$ cat config.mk
export PLATFORM = sky130hd
export DESIGN_NAME = bomb_placer
export DESIGN_NICKNAME = d
export VERILOG_FILES = /design/src/rtl/bomb_placer.sv
export SDC_FILE = /design/constraint.sdc
export NUM_CORES = 1
export LEC_CHECK = 0
export ABC_AREA = 1
export BUFFER_PORTS_ARGS = -buffer_cell sky130_fd_sc_hd__buf_2
export CAP_MARGIN = 20
export CORE_ASPECT_RATIO = 1.5
export CORE_MARGIN = 3
export CORE_UTILIZATION = 48
export CTS_BUF_LIST = sky130_fd_sc_hd__clkbuf_16
export CTS_CLUSTER_SIZE = 24
export DETAILED_ROUTE_END_ITERATION = 16
export PLACE_DENSITY_LB_ADDON = 0.12
export SLEW_MARGIN = 20
export SYNTH_ARGS = -nofsm -noshare
export SYNTH_HDL_FRONTEND = slang
export SYNTH_SLANG_ARGS = --single-unit
$ cat constraint.sdc
create_clock -name clk -period 2.3 [get_ports clk]
set_input_delay 0.115 -clock clk [delete_from_list [all_inputs] [get_ports clk]]
set_output_delay 0.115 -clock clk [all_outputs]
set_load 0.02 [all_outputs]
$ cat src/rtl/bomb_placer.sv
// bomb_placer: snaps the player centre to the tile grid, arms one bomb, then runs fuse, blast and cooldown phases.
module bomb_placer #(
    parameter int FUSE_FRAMES     = 90,
    parameter int BLAST_FRAMES    = 15,
    parameter int COOLDOWN_FRAMES = 6,
    parameter int TILE_SIZE       = 32,
    parameter int FRAME_LEFT      = 16,
    parameter int FRAME_TOP       = 48,
    parameter int NUM_COLS        = 19,
    parameter int NUM_ROWS        = 13
) (
    input  logic        clk,
    input  logic        resetN,
    input  logic        startOfFrame,
    input  logic        drop_bomb,
    input  logic        detonate,
    input  logic [10:0] playerTopLeftX,
    input  logic [10:0] playerTopLeftY,
    output logic        bomb_active,
    output logic        exploding,
    output logic [10:0] bombTopLeftX,
    output logic [10:0] bombTopLeftY,
    output logic [4:0]  bombCol,
    output logic [3:0]  bombRow,
    output logic [7:0]  fuseLeft
);
    typedef enum logic [1:0] {IDLE_ST, ARMED_ST, BLAST_ST, COOL_ST} state_t;
    localparam int SH = $clog2(TILE_SIZE);
    localparam logic [7:0] FUSE  = 8'(FUSE_FRAMES     == 0 ? 1 : FUSE_FRAMES);
    localparam logic [7:0] BLAST = 8'(BLAST_FRAMES    == 0 ? 1 : BLAST_FRAMES);
    localparam logic [7:0] COOL  = 8'(COOLDOWN_FRAMES == 0 ? 1 : COOLDOWN_FRAMES);
    state_t state, state_n;
    logic drop_d, drop_edge, active_n, expl_n, last;
    logic [7:0] fuse_n;
    logic [10:0] tlx_n, tly_n, tlx_c, tly_c;
    logic [4:0] col_n, col_c;
    logic [3:0] row_n, row_c;
    logic signed [11:0] cx, cy, col_raw, row_raw;
    assign drop_edge = drop_bomb & ~drop_d;
    assign cx = $signed({playerTopLeftX[10], playerTopLeftX}) + $signed(12'(TILE_SIZE / 2 - FRAME_LEFT));
    assign cy = $signed({playerTopLeftY[10], playerTopLeftY}) + $signed(12'(TILE_SIZE / 2 - FRAME_TOP));
    assign col_raw = cx >>> SH;
    assign row_raw = cy >>> SH;
    assign col_c = col_raw < 12'sd0 ? 5'd0 : col_raw > $signed(12'(NUM_COLS - 1)) ? 5'(NUM_COLS - 1) : col_raw[4:0];
    assign row_c = row_raw < 12'sd0 ? 4'd0 : row_raw > $signed(12'(NUM_ROWS - 1)) ? 4'(NUM_ROWS - 1) : row_raw[3:0];
    assign tlx_c = 11'(FRAME_LEFT) + 11'(col_c) * 11'(TILE_SIZE);
    assign tly_c = 11'(FRAME_TOP) + 11'(row_c) * 11'(TILE_SIZE);
    // a zero count would otherwise wrap, so <=1 ends the phase
    assign last = startOfFrame && fuseLeft <= 8'd1;

    always_ff @(posedge clk) begin
        if (!resetN) begin
            state        <= IDLE_ST;
            drop_d       <= 1'b0;
            bomb_active  <= 1'b0;
            exploding    <= 1'b0;
            fuseLeft     <= 8'd0;
            bombTopLeftX <= 11'd0;
            bombTopLeftY <= 11'd0;
            bombCol      <= 5'd0;
            bombRow      <= 4'd0;
        end else begin
            state        <= state_n;
            drop_d       <= drop_bomb;
            bomb_active  <= active_n;
            exploding    <= expl_n;
            fuseLeft     <= fuse_n;
            bombTopLeftX <= tlx_n;
            bombTopLeftY <= tly_n;
            bombCol      <= col_n;
            bombRow      <= row_n;
        end
    end

    always_comb begin
        state_n  = state;
        active_n = bomb_active;
        expl_n   = exploding;
        fuse_n   = fuseLeft;
        tlx_n    = bombTopLeftX;
        tly_n    = bombTopLeftY;
        col_n    = bombCol;
        row_n    = bombRow;
        case (state)
            IDLE_ST: if (drop_edge) begin
                state_n  = ARMED_ST;
                active_n = 1'b1;
                fuse_n   = FUSE;
                tlx_n    = tlx_c;
                tly_n    = tly_c;
                col_n    = col_c;
                row_n    = row_c;
            end
            ARMED_ST: if (detonate || last) begin
                state_n  = BLAST_ST;
                active_n = 1'b0;
                expl_n   = 1'b1;
                fuse_n   = BLAST;
            end else if (startOfFrame) fuse_n = fuseLeft - 8'd1;
            BLAST_ST: if (last) begin
                state_n = COOL_ST;
                expl_n  = 1'b0;
                fuse_n  = COOL;
            end else if (startOfFrame) fuse_n = fuseLeft - 8'd1;
            default: if (last) begin
                state_n = IDLE_ST;
                fuse_n  = 8'd0;
            end else if (startOfFrame) fuse_n = fuseLeft - 8'd1;
        endcase
    end
endmodule

# --- Word-level counts from Yosys, hierarchy flattened ---
# Cells that the tools add are included.
# W data, S select, Z words.
totals:
  register_bits: 44
  output_inout_bits: 41
op_classes:
  n_mux: 21
  magnitude_cmp: 5
  n_reduce_logical: 10
  bitwise: 2
  eq_ne: 5
  n_addsub: 4
op_table:
  columns: ["operator", "n"]
  rows:
  - ["$mux W8", 5]
  - ["$pmux W8 S3", 1]
  - ["$add A11 B6 Y12 const B", 1]
  - ["$add A5 B10 Y11 const A", 1]
  - ["$add A6 B9 Y10 const A", 1]
  - ["$mux W5", 2]
  - ["$le A8 B1 Y1 const B", 1]
  - ["$mux W2", 4]
  - ["$mux W4", 2]
  - ["$sub A8 B1 Y8 const B", 1]
  - ["$gt A7 B5 Y1 const B", 1]
  - ["$lt A7 B1 Y1 const B", 1]
  - ["$gt A6 B6 Y1 const B", 1]
  - ["$lt A6 B1 Y1 const B", 1]
  - ["$ne A2 B2 Y1 const B", 3]
  - ["$pmux W2 S3", 1]
  - ["$reduce_and A3 Y1", 2]
  - ["$mux W1", 4]
  - ["$pmux W1 S2", 2]
  - ["$reduce_and A4 Y1", 1]
  - ["$reduce_bool A2 Y1", 2]
  - ["$reduce_bool A3 Y1", 1]
  - ["$eq A2 B1 Y1 const B", 1]
  - ["$eq A2 B2 Y1 const B", 1]
  - ["6 further kinds", 6]

# --- Longest topological paths before layout ---
logic_depth:
  depth_word: 5
  depth_mapped: 14

# --- Least setup slack after synthesis ---
# Ideal clock, no wire load.
synth_path:
  path_kind: "flip-flop to flip-flop"
  start: "register fuseLeft[0]"
  end: "register exploding"
  arrival_ps: 1540
  required_ps: 2180
  path_slack_ps: 639
  stages_incl_launch_ff: 12
  synth_period_minus_slack_ps: 1661
  n_path_buf: 0
  path_cell_list: "dfxtp_1 -> inv_1 -> ha_1 -> inv_1 -> nand2_1 -> nand3_2 -> nor2_8 -> nor2_4 -> nand2_4 -> a31o_2 -> nand2_1 -> a21oi_1"
synth_between:
  elab_chain_cells: 5
  elab_cells_between_ends: 6
  classes_between: "1 x order compare; 2 x eq/ne; 3 x reduce/logical"
synth_rtl:
  columns: ["item", "line_no", "source"]
  rows:
  - ["start: declaration", "25", "output logic [7:0] fuseLeft"]
  - ["start signal: assignment", "67", "fuseLeft <= fuse_n;"]
  - ["$le A8 B1 Y1 (*)", "49", "assign last = startOfFrame && fuseLeft <= 8'd1;"]
  - ["$logic_and A1 B1 Y1 (*)", "49", null]
  - ["$logic_or A1 B1 Y1", "94", "ARMED_ST: if (detonate || last) begin"]
  - ["$ne A2 B2 Y1 (no line)", null, null]
  - ["$reduce_and A3 Y1 (no line) (*)", null, null]
  - ["end signal: assignment", "66", "exploding <= expl_n;"]
  - ["end: declaration", "20", "output logic exploding,"]
# Mark *: on every way between the ends. The rest lies on a longest branch, timed or not.
# A chain may end at the register's enable or synchronous reset.

# --- Worst setup path in the final report ---
layout_path:
  start: "register fuseLeft[0]"
  end: "register fuseLeft[1]"
layout_between:
  elab_chain_cells: 5
  elab_cells_between_ends: 9
  classes_between: "1 x add/sub; 1 x order compare; 5 x mux; 2 x reduce/logical"
layout_rtl:
  columns: ["item", "line_no", "source"]
  rows:
  - ["$le A8 B1 Y1", "49", null]
  - ["$logic_and A1 B1 Y1", "49", null]
  - ["$logic_or A1 B1 Y1", "94", null]
  - ["$mux W8", "94", null]
  - ["$pmux W8 S3 (*)", "84", "case (state)"]
# Marked as above.

==> results_dict.tcl <==
set metrics [dict create \
    status "completed" \
    antenna_found_initial 0 \
    ys_types 40 \
    slew_viol_final 0 \
    synthArstFlopShare 0 \
    tritoncts "built" \
    grt_max_degree 17 \
    power_density_mw_per_mm2 1140 \
    route.final.wire_length_mm 4.09 \
    synth_area_leaders "dfxtp_1, nand2_1, inv_1" \
    critPathRequiredTime_ns 2.44 \
    yosys.area.top_type "dfxtp_1" \
    hold_class "primary input to flop" \
    p_int_uw 1400 \
    cts_resized 0 \
    setup.worst_path.start "fuseLeft[0]" \
    drive_above_1_share 0.279 \
    gp_congestion 0.866 \
    io_pins 68 \
    critical_path_depth 10 \
    dp_slack_ns 0.562 \
    dp_hpwl_mm 3.29 \
    path_delay_family "simple AND/OR/NAND/NOR gates" \
    drtAntennaViolNets 0 \
    synth_seq_area_share 0.291 \
    crit_buf_inv 2 \
    cts_sinks 28 \
    reg2reg_from "fuseLeft[0]" \
    grt_pass1_vias 1708 \
    synth_area_sq_mm 0.00192 \
    postSynthAreaPerCell_sq_um 7.10 \
    first_pass_iters 4 \
    p_leak_uw 0.00117 \
    rsz0062_at_grt "no" \
    syn2layout_area_growth_pct 15.2 \
    diodes 0 \
    cts_buffer_depth 2 \
    ys_seq_elements 28 \
    pwr-share-comb 0.520 \
    hold_path_depth 3 \
    drc_errors 0 \
    drtIter0Drc 49 \
    core.rowCount 27 \
    power.switching_uw 1120 \
    globalRoute.totalOverflow 0 \
    clk_pin_slew_ns 0.07 \
    synthesis.instances 271 \
    portBuffers 47 \
    clock_latency_ns 0.26 \
    cp-end-kind "flop" \
    crit_type "flop to flop" \
    wl_per_cell_um 11.5 \
    htreeDepth 1 \
    die_y_um 83.5 \
    finalSetupViolCount 0 \
    postLayoutSetupSlackWorst_ns 0.569 \
    numCtsBuffers 3 \
    cpPeakStageDelay_ns 0.41 \
    cap_violations 0 \
    clock_skew_ns 0.00608 \
    rr_worst_depth 10 \
    path_max_fanout 7 \
    sw_frac_of_total 0.445 \
    grtUsageTotal 0.177 \
    finalCritPeriodShare 0.753 \
    timing.fmax_ghz 0.578 \
    die-area_sq_mm 0.00482 \
    tns_ns 0 \
    synth_edf_count 0 \
    hp-start "drop_bomb" \
    cpMaxStageDelayCell "dfxtp_1" \
    hold_buffers 0 \
    initial_core_util 0.513 \
    vias_per_cell 5.00 \
    ys.flop_type "dfxtp_1" \
    min_period_ns 1.73 \
    cp.arrival_ns 1.87 \
    power_frac_seq 0.276 \
    root_buffer "clkbuf_16" \
    ys_warn_count 0 \
    layout.cells.non_filler 355 \
    cp_common_cell "inv_1" \
    die_x_um 57.7 \
    synth.top_cell.area_share 0.291 \
    ir_drop_v 0.000589 \
    place_inst 351 \
    fin_hold_ws_ns 0.0460 \
    grt_first_pass_wirelength_mm 7.02 \
    finalHoldViolCount 0 \
    via_count 1776 \
    cp_cell_sequence "inv_1 -> ha_1 -> inv_1 -> nand2_1 -> nand3_2 -> nor2_8 -> nor2_4 -> nor3_2 -> nor3_1 -> a31oi_1" \
    nets 348 \
    fp.coreArea_sq_mm 0.00375 \
    post_cts_buffers 0 \
    start_kind "flop" \
    clkPwrFrac 0.204 \
]
per-layer routing:
layer,part of all wire,global-route usage
met3,0.038,0.0186
met5,0,0
met4,0.024,0.0633
met1,0.38,0.189
met2,0.56,0.341
synth_stat cells, types with 3 or more instances:
cell,instances
a21oi_1,19
buf_4,17
dfxtp_1,28
ha_1,8
inv_1,38
nand2_1,53
nand2_2,9
nand3_1,13
nand3_2,5
nand4_1,3
nor2_1,19
nor2_2,4
nor2_4,3
o21ai_0,14
xor2_1,4
state kept, by name, indices dropped and copies added, names as in the netlist:
signal        flops
fuseLeft          8
bombCol           5
bombTopLeftY      5
bombRow           4
state             2
bombTopLeftX      1
bomb_active       1
drop_d            1
exploding         1
power groups by stage:
stage	Sequential, uW	Combinational (uW)	Clock, uW
finish	696	1310	516
global route	716	1480	548
CTS	699	1320	532
detailed placement	709	1310	0
global placement	706	1290	0
floorplan	808	917	0
worst register-to-register path, cell delays in order (launching register included):
cell	delay [ns]
dfxtp_1	0.41
inv_1	0.08
ha_1	0.23
inv_1	0.08
nand2_1	0.06
nand3_2	0.13
nor2_8	0.06
nor2_4	0.12
nor3_2	0.07
nor3_1	0.25
a31oi_1	0.12
cell usage in the layout, fill, tap and decap left out, types with 3 or more instances in the layout:
cell	instances
nand2_1	53
buf_2	47
inv_1	38
dfxtp_1	28
nor2_1	19
a21oi_1	19
o21ai_0	14
nand3_1	13
conb_1	10
nand2_2	9
ha_1	8
nand3_2	5
nor2_2	4
xor2_1	4
nor2_4	3
nand4_1	3
clkbuf_16	3
cell type report:
class,count,area [sq um]
tap,43,53.8
clock buffer,3,75.1
fill,397,1540
timing repair buffer,49,250
clock inverter,1,30.0
inverter,41,155
sequential,28,561
multi-input combinational,190,1090
final timing paths:
kind / slack, ns / end
hold reg to reg: 0.46 / bomb_active
setup reg to reg: 0.57 / fuseLeft[1]
setup / recovery: 0.57 / fuseLeft[1]
hold / removal: 0.05 / drop_d
per-stage QoR:
step	utilization	cell area (sq um)	total power [uW]
2_1_floorplan	-	1960	1730
3_3_place_gp	0.563	2110	2000
3_5_place_dp	0.563	2110	2020
4_1_cts	0.591	2210	2550
5_1_grt	0.591	2210	2740
6_report	0.591	2210	2520
logic make-up (layout without fill, tap and decap cells):
logic type               Yosys count  count (layout)  synth area share
flip-flops                        28              28             0.291
other                              1              10           0.00195
buffers and inverters             62              94             0.159
adder cells (fa/ha/maj)            8               8            0.0521
AND/OR/NAND/NOR                  118             118             0.320
AO/OA/AOI/OAI                     48              48             0.148
XOR/XNOR                           6               6            0.0273
Note: power is estimated with default switching activity, not from simulation.
